===== config.mk =====
export PLATFORM = sky130hd
export DESIGN_NAME = iob_ram_sp_burst_rd_flat
export DESIGN_NICKNAME = d
export VERILOG_FILES = /design/src/rtl/iob_ram_sp_burst_rd_pkg.sv /design/src/rtl/iob_ram_sp_burst_rd_if.sv /design/src/rtl/iob_ram_sp_rd_fifo2.sv /design/src/rtl/iob_ram_sp_burst_rd.sv /design/src/flat_wrapper.sv
export SDC_FILE = /design/constraint.sdc
export NUM_CORES = 1
export LEC_CHECK = 0
export CAP_MARGIN = 20
export CORE_MARGIN = 1.5
export CORE_UTILIZATION = 53
export CTS_CLUSTER_DIAMETER = 60
export DETAILED_ROUTE_END_ITERATION = 8
export PLACE_DENSITY = 0.95
export SLEW_MARGIN = 20
export SYNTH_ARGS = -nofsm -noshare
export SYNTH_HDL_FRONTEND = slang
export SYNTH_SLANG_ARGS = --single-unit

===== constraint.sdc =====
create_clock -name clk -period 3.6 [get_ports clk]
set_input_delay 0.72 -clock clk [delete_from_list [all_inputs] [get_ports clk]]
set_output_delay 0.72 -clock clk [all_outputs]
set_load 0.01 [all_outputs]

===== src/rtl/iob_ram_sp_burst_rd_pkg.sv =====
// Shared definitions for the single-port RAM burst reader: FSM states,
// FIFO depth and the read-issue credit rule.
package iob_ram_sp_burst_rd_pkg;

    typedef enum logic [1:0] {
        ST_IDLE  = 2'd0,
        ST_RUN   = 2'd1,
        ST_DRAIN = 2'd2
    } state_e;

    localparam int FIFO_DEPTH = 2;

    // A read may issue while buffered words plus the outstanding read, minus this cycle's pop, stay below 2
    function automatic logic issue_credit(input logic [1:0] occ,
                                          input logic       inflight,
                                          input logic       pop);
        logic [2:0] held;
        held = {1'b0, occ} + {2'b00, inflight};
        return (held < (3'd2 + {2'b00, pop}));
    endfunction

endpackage


===== src/rtl/iob_ram_sp_burst_rd_if.sv =====
// Valid/ready output stream of the burst reader.
interface iob_ram_sp_burst_rd_if #(
    parameter int DATA_W = 8
);
    logic [DATA_W-1:0] m_data;
    logic              m_valid;
    logic              m_ready;

    modport master (output m_data, output m_valid, input m_ready);
    modport slave  (input m_data, input m_valid, output m_ready);
endinterface


===== src/rtl/iob_ram_sp_rd_fifo2.sv =====
// Two-entry first-word-fall-through FIFO holding RAM read data until the
// stream consumer accepts it.
module iob_ram_sp_rd_fifo2
    import iob_ram_sp_burst_rd_pkg::*;
#(
    parameter int DATA_W = 8
) (
    input  logic              clk,
    input  logic              rst,
    input  logic              push,
    input  logic [DATA_W-1:0] din,
    input  logic              pop,
    output logic [DATA_W-1:0] dout,
    output logic              empty,
    output logic              full,
    output logic [1:0]        occ
);

    logic [DATA_W-1:0] mem_q [FIFO_DEPTH];
    logic [DATA_W-1:0] mem_d [FIFO_DEPTH];
    logic              wr_ptr_q, wr_ptr_d;
    logic              rd_ptr_q, rd_ptr_d;
    logic [1:0]        occ_q, occ_d;
    logic              do_push, do_pop;

    assign empty = (occ_q == 2'd0);
    assign full  = (occ_q == 2'(FIFO_DEPTH));
    assign occ   = occ_q;
    assign dout  = mem_q[rd_ptr_q];

    // Next-state for storage, pointers and occupancy
    always_comb begin
        mem_d    = mem_q;
        wr_ptr_d = wr_ptr_q;
        rd_ptr_d = rd_ptr_q;
        occ_d    = occ_q;
        do_push  = push & ~full;
        do_pop   = pop & ~empty;
        if (do_push) begin
            mem_d[wr_ptr_q] = din;
            wr_ptr_d        = ~wr_ptr_q;
        end else begin
            wr_ptr_d = wr_ptr_q;
        end
        if (do_pop) begin
            rd_ptr_d = ~rd_ptr_q;
        end else begin
            rd_ptr_d = rd_ptr_q;
        end
        case ({do_push, do_pop})
            2'b10:   occ_d = occ_q + 2'd1;
            2'b01:   occ_d = occ_q - 2'd1;
            default: occ_d = occ_q;
        endcase
    end

    // FIFO state registers; reset flushes contents so the output reads zero
    always_ff @(posedge clk) begin
        if (rst) begin
            mem_q    <= '{default: '0};
            wr_ptr_q <= 1'b0;
            rd_ptr_q <= 1'b0;
            occ_q    <= 2'd0;
        end else begin
            mem_q    <= mem_d;
            wr_ptr_q <= wr_ptr_d;
            rd_ptr_q <= rd_ptr_d;
            occ_q    <= occ_d;
        end
    end

endmodule


===== src/rtl/iob_ram_sp_burst_rd.sv =====
// Burst read initiator: reads len consecutive words from a single-port RAM
// with 1-cycle read latency and streams them out under backpressure.
module iob_ram_sp_burst_rd
    import iob_ram_sp_burst_rd_pkg::*;
#(
    parameter int DATA_W = 8,
    parameter int ADDR_W = 14,
    parameter int LEN_W  = ADDR_W + 1
) (
    input  logic                  clk,
    input  logic                  rst,
    input  logic                  start,
    input  logic [ADDR_W-1:0]     base_addr,
    input  logic [LEN_W-1:0]      len,
    output logic                  busy,
    output logic                  done,
    iob_ram_sp_burst_rd_if.master m_if,
    output logic                  ram_en,
    output logic                  ram_we,
    output logic [ADDR_W-1:0]     ram_addr,
    output logic [DATA_W-1:0]     ram_din,
    input  logic [DATA_W-1:0]     ram_dout
);

    state_e            state_q, state_d;
    logic [ADDR_W-1:0] addr_q, addr_d;
    logic [LEN_W-1:0]  rem_q, rem_d;
    logic              inflight_q, inflight_d;
    logic              done_q, done_d;

    logic              fifo_empty, fifo_full;
    logic [1:0]        fifo_occ;
    logic [DATA_W-1:0] fifo_dout;
    logic              valid_s, pop_s, issue_s;

    assign valid_s = ~fifo_empty;
    assign pop_s   = valid_s & m_if.m_ready;

    // With the FIFO full nothing can be in flight, so only a pop frees a slot
    assign issue_s = (state_q == ST_RUN) &
                     (fifo_full ? pop_s : issue_credit(fifo_occ, inflight_q, pop_s));

    assign m_if.m_valid = valid_s;
    assign m_if.m_data  = fifo_dout;
    assign ram_en   = issue_s;
    assign ram_we   = 1'b0;
    assign ram_din  = '0;
    assign ram_addr = addr_q;
    assign busy     = (state_q != ST_IDLE);
    assign done     = done_q;

    iob_ram_sp_rd_fifo2 #(.DATA_W(DATA_W)) u_fifo (
        .clk   (clk),
        .rst   (rst),
        .push  (inflight_q),
        .din   (ram_dout),
        .pop   (pop_s),
        .dout  (fifo_dout),
        .empty (fifo_empty),
        .full  (fifo_full),
        .occ   (fifo_occ)
    );

    // Burst FSM, address/remaining counters and completion pulse
    always_comb begin
        state_d    = state_q;
        addr_d     = addr_q;
        rem_d      = rem_q;
        done_d     = 1'b0;
        inflight_d = issue_s;
        case (state_q)
            ST_IDLE: begin
                if (start) begin
                    if (len != '0) begin
                        state_d = ST_RUN;
                        addr_d  = base_addr;
                        rem_d   = len;
                    end else begin
                        done_d = 1'b1;
                    end
                end else begin
                    state_d = ST_IDLE;
                end
            end
            ST_RUN: begin
                if (issue_s) begin
                    addr_d = addr_q + ADDR_W'(1);
                    rem_d  = rem_q - LEN_W'(1);
                    if (rem_q == LEN_W'(1)) begin
                        state_d = ST_DRAIN;
                    end else begin
                        state_d = ST_RUN;
                    end
                end else begin
                    state_d = ST_RUN;
                end
            end
            ST_DRAIN: begin
                // Last word leaves when nothing is in flight and it is the only one buffered
                if (!inflight_q && (fifo_occ == 2'd1) && pop_s) begin
                    state_d = ST_IDLE;
                    done_d  = 1'b1;
                end else begin
                    state_d = ST_DRAIN;
                end
            end
            default: begin
                state_d = ST_IDLE;
            end
        endcase
    end

    // Control registers
    always_ff @(posedge clk) begin
        if (rst) begin
            state_q    <= ST_IDLE;
            addr_q     <= '0;
            rem_q      <= '0;
            inflight_q <= 1'b0;
            done_q     <= 1'b0;
        end else begin
            state_q    <= state_d;
            addr_q     <= addr_d;
            rem_q      <= rem_d;
            inflight_q <= inflight_d;
            done_q     <= done_d;
        end
    end

endmodule

===== src/flat_wrapper.sv =====
// flat-port wrapper written by rule: the top's interface ports become plain ports
module iob_ram_sp_burst_rd_flat import iob_ram_sp_burst_rd_pkg::*;
#(
    parameter int DATA_W = 8,
    parameter int ADDR_W = 14,
    parameter int LEN_W  = ADDR_W + 1
)
  (clk, rst, start, base_addr, len, busy, done, ram_en, ram_we, ram_addr, ram_din, ram_dout, m_if_m_data, m_if_m_valid, m_if_m_ready);
  iob_ram_sp_burst_rd_if #(.DATA_W(DATA_W)) m_if_i ();
  input  logic clk;
  input  logic rst;
  input  logic start;
  input  logic [ADDR_W-1:0] base_addr;
  input  logic [LEN_W-1:0] len;
  output logic busy;
  output logic done;
  output logic ram_en;
  output logic ram_we;
  output logic [ADDR_W-1:0] ram_addr;
  output logic [DATA_W-1:0] ram_din;
  input  logic [DATA_W-1:0] ram_dout;
  output wire logic [$bits(m_if_i.m_data)-1:0] m_if_m_data;
  output wire logic [$bits(m_if_i.m_valid)-1:0] m_if_m_valid;
  input wire logic [$bits(m_if_i.m_ready)-1:0] m_if_m_ready;
  assign m_if_m_data = m_if_i.m_data;
  assign m_if_m_valid = m_if_i.m_valid;
  assign m_if_i.m_ready = m_if_m_ready;
  iob_ram_sp_burst_rd #(.DATA_W(DATA_W), .ADDR_W(ADDR_W), .LEN_W(LEN_W)) u_core (.clk(clk), .rst(rst), .start(start), .base_addr(base_addr), .len(len), .busy(busy), .done(done), .m_if(m_if_i), .ram_en(ram_en), .ram_we(ram_we), .ram_addr(ram_addr), .ram_din(ram_din), .ram_dout(ram_dout));
endmodule

* Word-level counts from Yosys, hierarchy flattened
Index checks and enable logic that the tools add are counted.
Storage, ports and cells: bits in registers 53, input port bits 41, output and inout bits 35, logic and storage cells 78
Operators by class: add/sub/neg operators 6, magnitude comparators 4, equality and inequality tests 11, muxes and demuxes 26, bitwise logic cells 10, reduce and logical (&&, ||, !) cells 11
Operators by type and width (count):
- $mux 15 | 3
- $mux 14 | 3
- $mux 8 | 4
- $pmux 15 s2 | 1
- $pmux 14 s2 | 1
- $bwmux 16 | 1
- $eq 15x1->1 const B | 1
- $reduce_bool 15->1 | 1
- $sub 15x1->15 const B | 1
- $add 14x1->14 const B | 1
- $mux 2 | 5
- $demux 8 s1 | 1
- $eq 2x1->1 const B | 3
- $eq 2x2->1 const B | 3
- $pmux 2 s3 | 1
- $reduce_bool 2->1 | 3
- $and 1x1->1 | 4
- $ge 2x2->1 const B | 2
- $logic_not 2->1 | 2
- $mux 1 | 4
- $ne 2x2->1 const B | 2
- $not 1->1 | 4
- $not 1->2 | 2
- $pmux 2 s2 | 1
- other kinds (12) | 14

* Logic depth before layout (Yosys ltp)
depth after elaboration 9, gate-level depth with buffers 8, gate-level depth less buffers 7

* By module
Synthesis repeated with hierarchy kept, for this count alone.
Second synthesis, totals: cell total of the unflattened synthesis 392, area, all modules 3233.1 µm²
By module, submodules not included:
- iob_ram_sp_burst_rd | instances 1, cells an instance 292, area each 2279.7 µm², sequential area each 660.6 µm²
- iob_ram_sp_rd_fifo2 | instances 1, cells an instance 100, area each 953.4 µm², sequential area each 400.4 µm²

* Worst setup path before layout
Ideal clock, no wire load.
path kind flip-flop to flip-flop, start register u_core.u_fifo.occ_q[0] (netlist: u_core.u_fifo.occ[0]), end register u_core.rem_q[7], setup time 71 ps, data arrival time 2184 ps, path slack 1346 ps, stages on the path, launching flop included 9, path buffers 1, clock period less this slack 2254 ps, path through dfxtp_1 -> ha_1 -> ha_1 -> or4b_1 -> a31oi_2 -> a31o_2 -> clkbuf_1 -> nand2_1 -> a21oi_1
On the way: longest elaborated chain between the ends 9, elaborated cells on any way between the ends 11, those cells by class add/sub (2); order compare (1); eq/ne (2); mux (1); bitwise (3); reduce/logical (2)
Ends and longest elaborated chain:
- start, declared | line iob_ram_sp_rd_fifo2.sv:23 | logic [1:0] occ_q, occ_d;
- start signal, assigned | line iob_ram_sp_rd_fifo2.sv:63 | occ_q <= 2'd0;
- start signal, assigned | line iob_ram_sp_rd_fifo2.sv:68 | occ_q <= occ_d;
- $logic_not 2->1 | line iob_ram_sp_rd_fifo2.sv:26 | assign empty = (occ_q == 2'd0);
- $not 1->1 | line iob_ram_sp_burst_rd.sv:36 | assign valid_s = ~fifo_empty;
- $and 1x1->1 | line iob_ram_sp_burst_rd.sv:37 | assign pop_s = valid_s & m_if.m_ready;
- $add 2x1->3 | line iob_ram_sp_burst_rd_pkg.sv:19 | return (held < (3'd2 + {2'b00, pop}));
- $lt 3x3->1 | line iob_ram_sp_burst_rd_pkg.sv:19
- $mux 1 (*) | line iob_ram_sp_burst_rd.sv:41 | (fifo_full ? pop_s : issue_credit(fifo_occ, inflight_q, pop_s));
- $and 1x1->1 (*) | line iob_ram_sp_burst_rd.sv:40 | assign issue_s = (state_q == ST_RUN) &
- net ram_en | line flat_wrapper.sv:17 | output logic ram_en;
- $ne 2x2->1 (no line) (*)
- $reduce_and 4->1 (no line) (*)
- end signal, assigned | line iob_ram_sp_burst_rd.sv:124 | rem_q <= rem_d;
- end, declared | line iob_ram_sp_burst_rd.sv:27 | logic [LEN_W-1:0] rem_q, rem_d;
The timed path passes the listed nets; every way through them passes the cells marked *. A chain may end at the register's enable or synchronous reset.

* Worst setup path in the final report
start input m_if_m_ready, end output ram_en
On the way: longest elaborated chain between the ends 5
Ends and longest elaborated chain:
- start, declared | line flat_wrapper.sv:24 | input wire logic [$bits(m_if_i.m_ready)-1:0] m_if_m_ready;
- $and 1x1->1 (*) | line iob_ram_sp_burst_rd.sv:37
- $add 2x1->3 | line iob_ram_sp_burst_rd_pkg.sv:19
- $lt 3x3->1 | line iob_ram_sp_burst_rd_pkg.sv:19
- $mux 1 (*) | line iob_ram_sp_burst_rd.sv:41
- $and 1x1->1 (*) | line iob_ram_sp_burst_rd.sv:40
- end, declared | line flat_wrapper.sv:17
Mark *: on every way between the ends. The rest lies on a longest branch, timed or not.

==> flow_summary.json <==
{
  "status": "completed",
  "dieWidth_um": 78.3,
  "rr_startpoint": "u_core.u_fifo.occ[0]",
  "port_buffers": 66,
  "row_count": 27,
  "skew_ps": 6.59,
  "cts.sinks": 53,
  "wl_per_cell_um": 14.5,
  "postLayoutCellArea_um2": 3730,
  "vias_per_cell": 5.92,
  "dp.cells": 494,
  "synth_xor_area_share_pct": 1.46,
  "grt_pass1_wl_mm": 12.2,
  "grt_antenna_before_repair": 0,
  "dieArea_um2": 6130,
  "clockRootBuffer": "clkbuf_8",
  "final_antenna_net_count": 0,
  "clockBufferDepth": 2,
  "setup_tns_ps": 0,
  "nNetsFinal": 479,
  "yosysSeqAreaShare_pct": 35.3,
  "place_hpwl_mm": 5.11,
  "synth_mux_area_share_pct": 8.32,
  "irDropWorstVdd_uv": 305,
  "grtUsageTotal_pct": 24.3,
  "power.total_mw": 1.90,
  "synthArstFlopShare_pct": 0,
  "fillCellCount": 441,
  "core_um2": 5510,
  "end_kind": "primary output",
  "regToRegEndpoint": "u_core.ram_addr[8]",
  "hold_end": "u_core.rem_q[9]",
  "finalWeightedCongestion": 0.866,
  "final_common_cell": "clkdlybuf4s50_1",
  "layout-drive-gt1-share_pct": 6.98,
  "reg2reg_slack_ps": 960,
  "hold_start": "u_core.rem_q[9]",
  "setup_viol": 0,
  "syn_area_per_cell_um2": 8.02,
  "place_area_um2": 3630,
  "synthFlopType": "dfxtp_1",
  "dp_slack_ps": 372,
  "mostFrequentLayoutCells": "clkdlybuf4s50_1 (65), dfxtp_1 (53), nand2_1 (44), a21oi_1 (41), nor2_1 (34)",
  "postCtsResizedCells": 0,
  "clk_pin_slew_worst_paths_ps": 100,
  "cts_hold_buf": 0,
  "grt_pass1_vias": 2681,
  "fin_crit_sh_pct": 89.9,
  "critPathKind": "in -> out",
  "final_max_slew_viol_count": 0,
  "cp.arrival_ps": 2510,
  "tightest_slew_ps": 1010,
  "fin_crit_ps": 3230,
  "io_pins": 76,
  "rsz0062_at_grt": "false",
  "cp_max_fo": 3,
  "ys_seq_elements": 53,
  "synth_compound_area_share_pct": 20.8,
  "numCtsBuffers": 5,
  "critPathRequiredTime_ps": 2880,
  "cts_tree": "done",
  "fmax_mhz": 309,
  "route.detailed.drc": 0,
  "grt_overflow": 0,
  "cts_max_level": 2,
  "finalHoldViolations": 0,
  "hp-class": "reg -> reg",
  "syn_inst": 375,
  "slew_headroom_pct": 32.3,
  "power.density_nw_per_um2": 509,
  "synth_area_um2": 3010,
  "start_kind": "input pin",
  "synth-edff-count": 0,
  "initial_utilization_pct": 54.6,
  "yosys_warnings": 0,
  "grt_max_degree": 59,
  "clock_latency_ps": 300,
  "final_core_util_pct": 67.8,
  "maxCapViolations": 0,
  "synth_fa_ha_area_share_pct": 3.75,
  "routed_wl_mm": 7.28,
  "hold_slack_ps": 496,
  "r2r_cells": 9,
  "power.leakage_nw": 1.46,
  "diodes": 0,
  "area_growth_pct": 24.2,
  "firstDrtPassIters": 5,
  "fin_cells": 502,
  "yosys.area_share.simple_pct": 23.1,
  "fin_ws_ps": 365,
  "die_height_um": 78.3,
  "via_count": 2970,
  "drt_iter0_markers": 327,
  "synth_cell_types": 50,
  "post_cts_buffers": 0,
  "min_path_cells": 2,
  "synth_top_family_by_area": "simple AND/OR/NAND/NOR gates"
}
## registers in the layout, indices dropped and copies added (netlist names)
signal and cells:
u_core.done 1, u_core.inflight_q 1, u_core.ram_addr 14, u_core.rem_q 15, u_core.state_q 2, u_core.u_fifo.mem_q 16, u_core.u_fifo.occ 2, u_core.u_fifo.rd_ptr_q 1
u_core.u_fifo.wr_ptr_q 1
## where the power goes
group / total (mW) / switching (mW) / leakage (nW) / internal (mW)
clock: 0.368 / 0.194 / 0.0542 / 0.174
sequential: 0.773 / 0.100 / 0.434 / 0.673
combinational: 0.758 / 0.396 / 0.973 / 0.362
## metal layers
metal  vias up  GRT usage [%]  share of wire, %
li1       1433              -                 -
met1      1362           30.7                42
met2       160           41.3                48
met3        15           5.35               8.9
met4         0           7.50               1.5
met5         -              0                 0
## how the worst max path moves through the flow
stage                    startpoint         endpoint  slack [ps]
4_1_cts                m_if_m_ready           ram_en         370
6_report               m_if_m_ready           ram_en         370
2_1_floorplan  u_core.u_fifo.occ[0]  u_core.rem_q[7]        1350
5_1_grt                m_if_m_ready           ram_en         320
3_5_place_dp           m_if_m_ready           ram_en         370
3_3_place_gp           m_if_m_ready           ram_en         370
## worst max-delay path, cell delays in order
cell and delay (ps):
clkdlybuf4s50_1 480, or4b_1 460, a31oi_2 260, clkdlybuf4s50_1 590
## layout make-up
cell class              count  area, µm²  share of cell area, %
flip-flops and latches     53       1060                   28.4
multi-input cells         290       1760                   47.2
clock inverters             1       5.00                  0.134
repair buffers             70        686                   18.4
well taps                  72       90.1                   2.41
inverters                   9       33.8                  0.905
clock buffers               7       96.3                   2.58
## cell families (layout without fill, tap and decap cells)
group	Yosys count	after routing
AOI/OAI and AO/OA	100	100
xor gates and xnor gates	5	5
adders and majority gates	9	9
buffers and inverters	40	87
DFF	53	53
muxes	24	24
other	1	9
and+or+nand+nor	143	143
## cells in the mapped netlist (3+ instances only)
library cell	count	area, µm²
nand3_1	12	60.1
ha_1	9	113
a211oi_1	5	37.5
o31ai_1	4	30.0
clkbuf_8	3	41.3
o21ai_0	22	110
or3_1	4	25.0
nor4_1	6	37.5
nor3_1	15	75.1
mux2i_1	16	160
o21a_1	3	22.5
inv_1	9	33.8
mux2_2	8	90.1
nand2b_1	9	56.3
xor2_1	4	35.0
buf_4	9	67.6
nand2_1	44	165
nor2_1	34	128
dfxtp_1	53	1060
a21o_1	4	30.0
and4_1	3	26.3
clkbuf_1	16	60.1
o32ai_1	5	43.8
a21oi_1	41	205
and3_1	4	25.0
nand3b_1	3	22.5
Note: power is estimated with default switching activity, not from simulation.
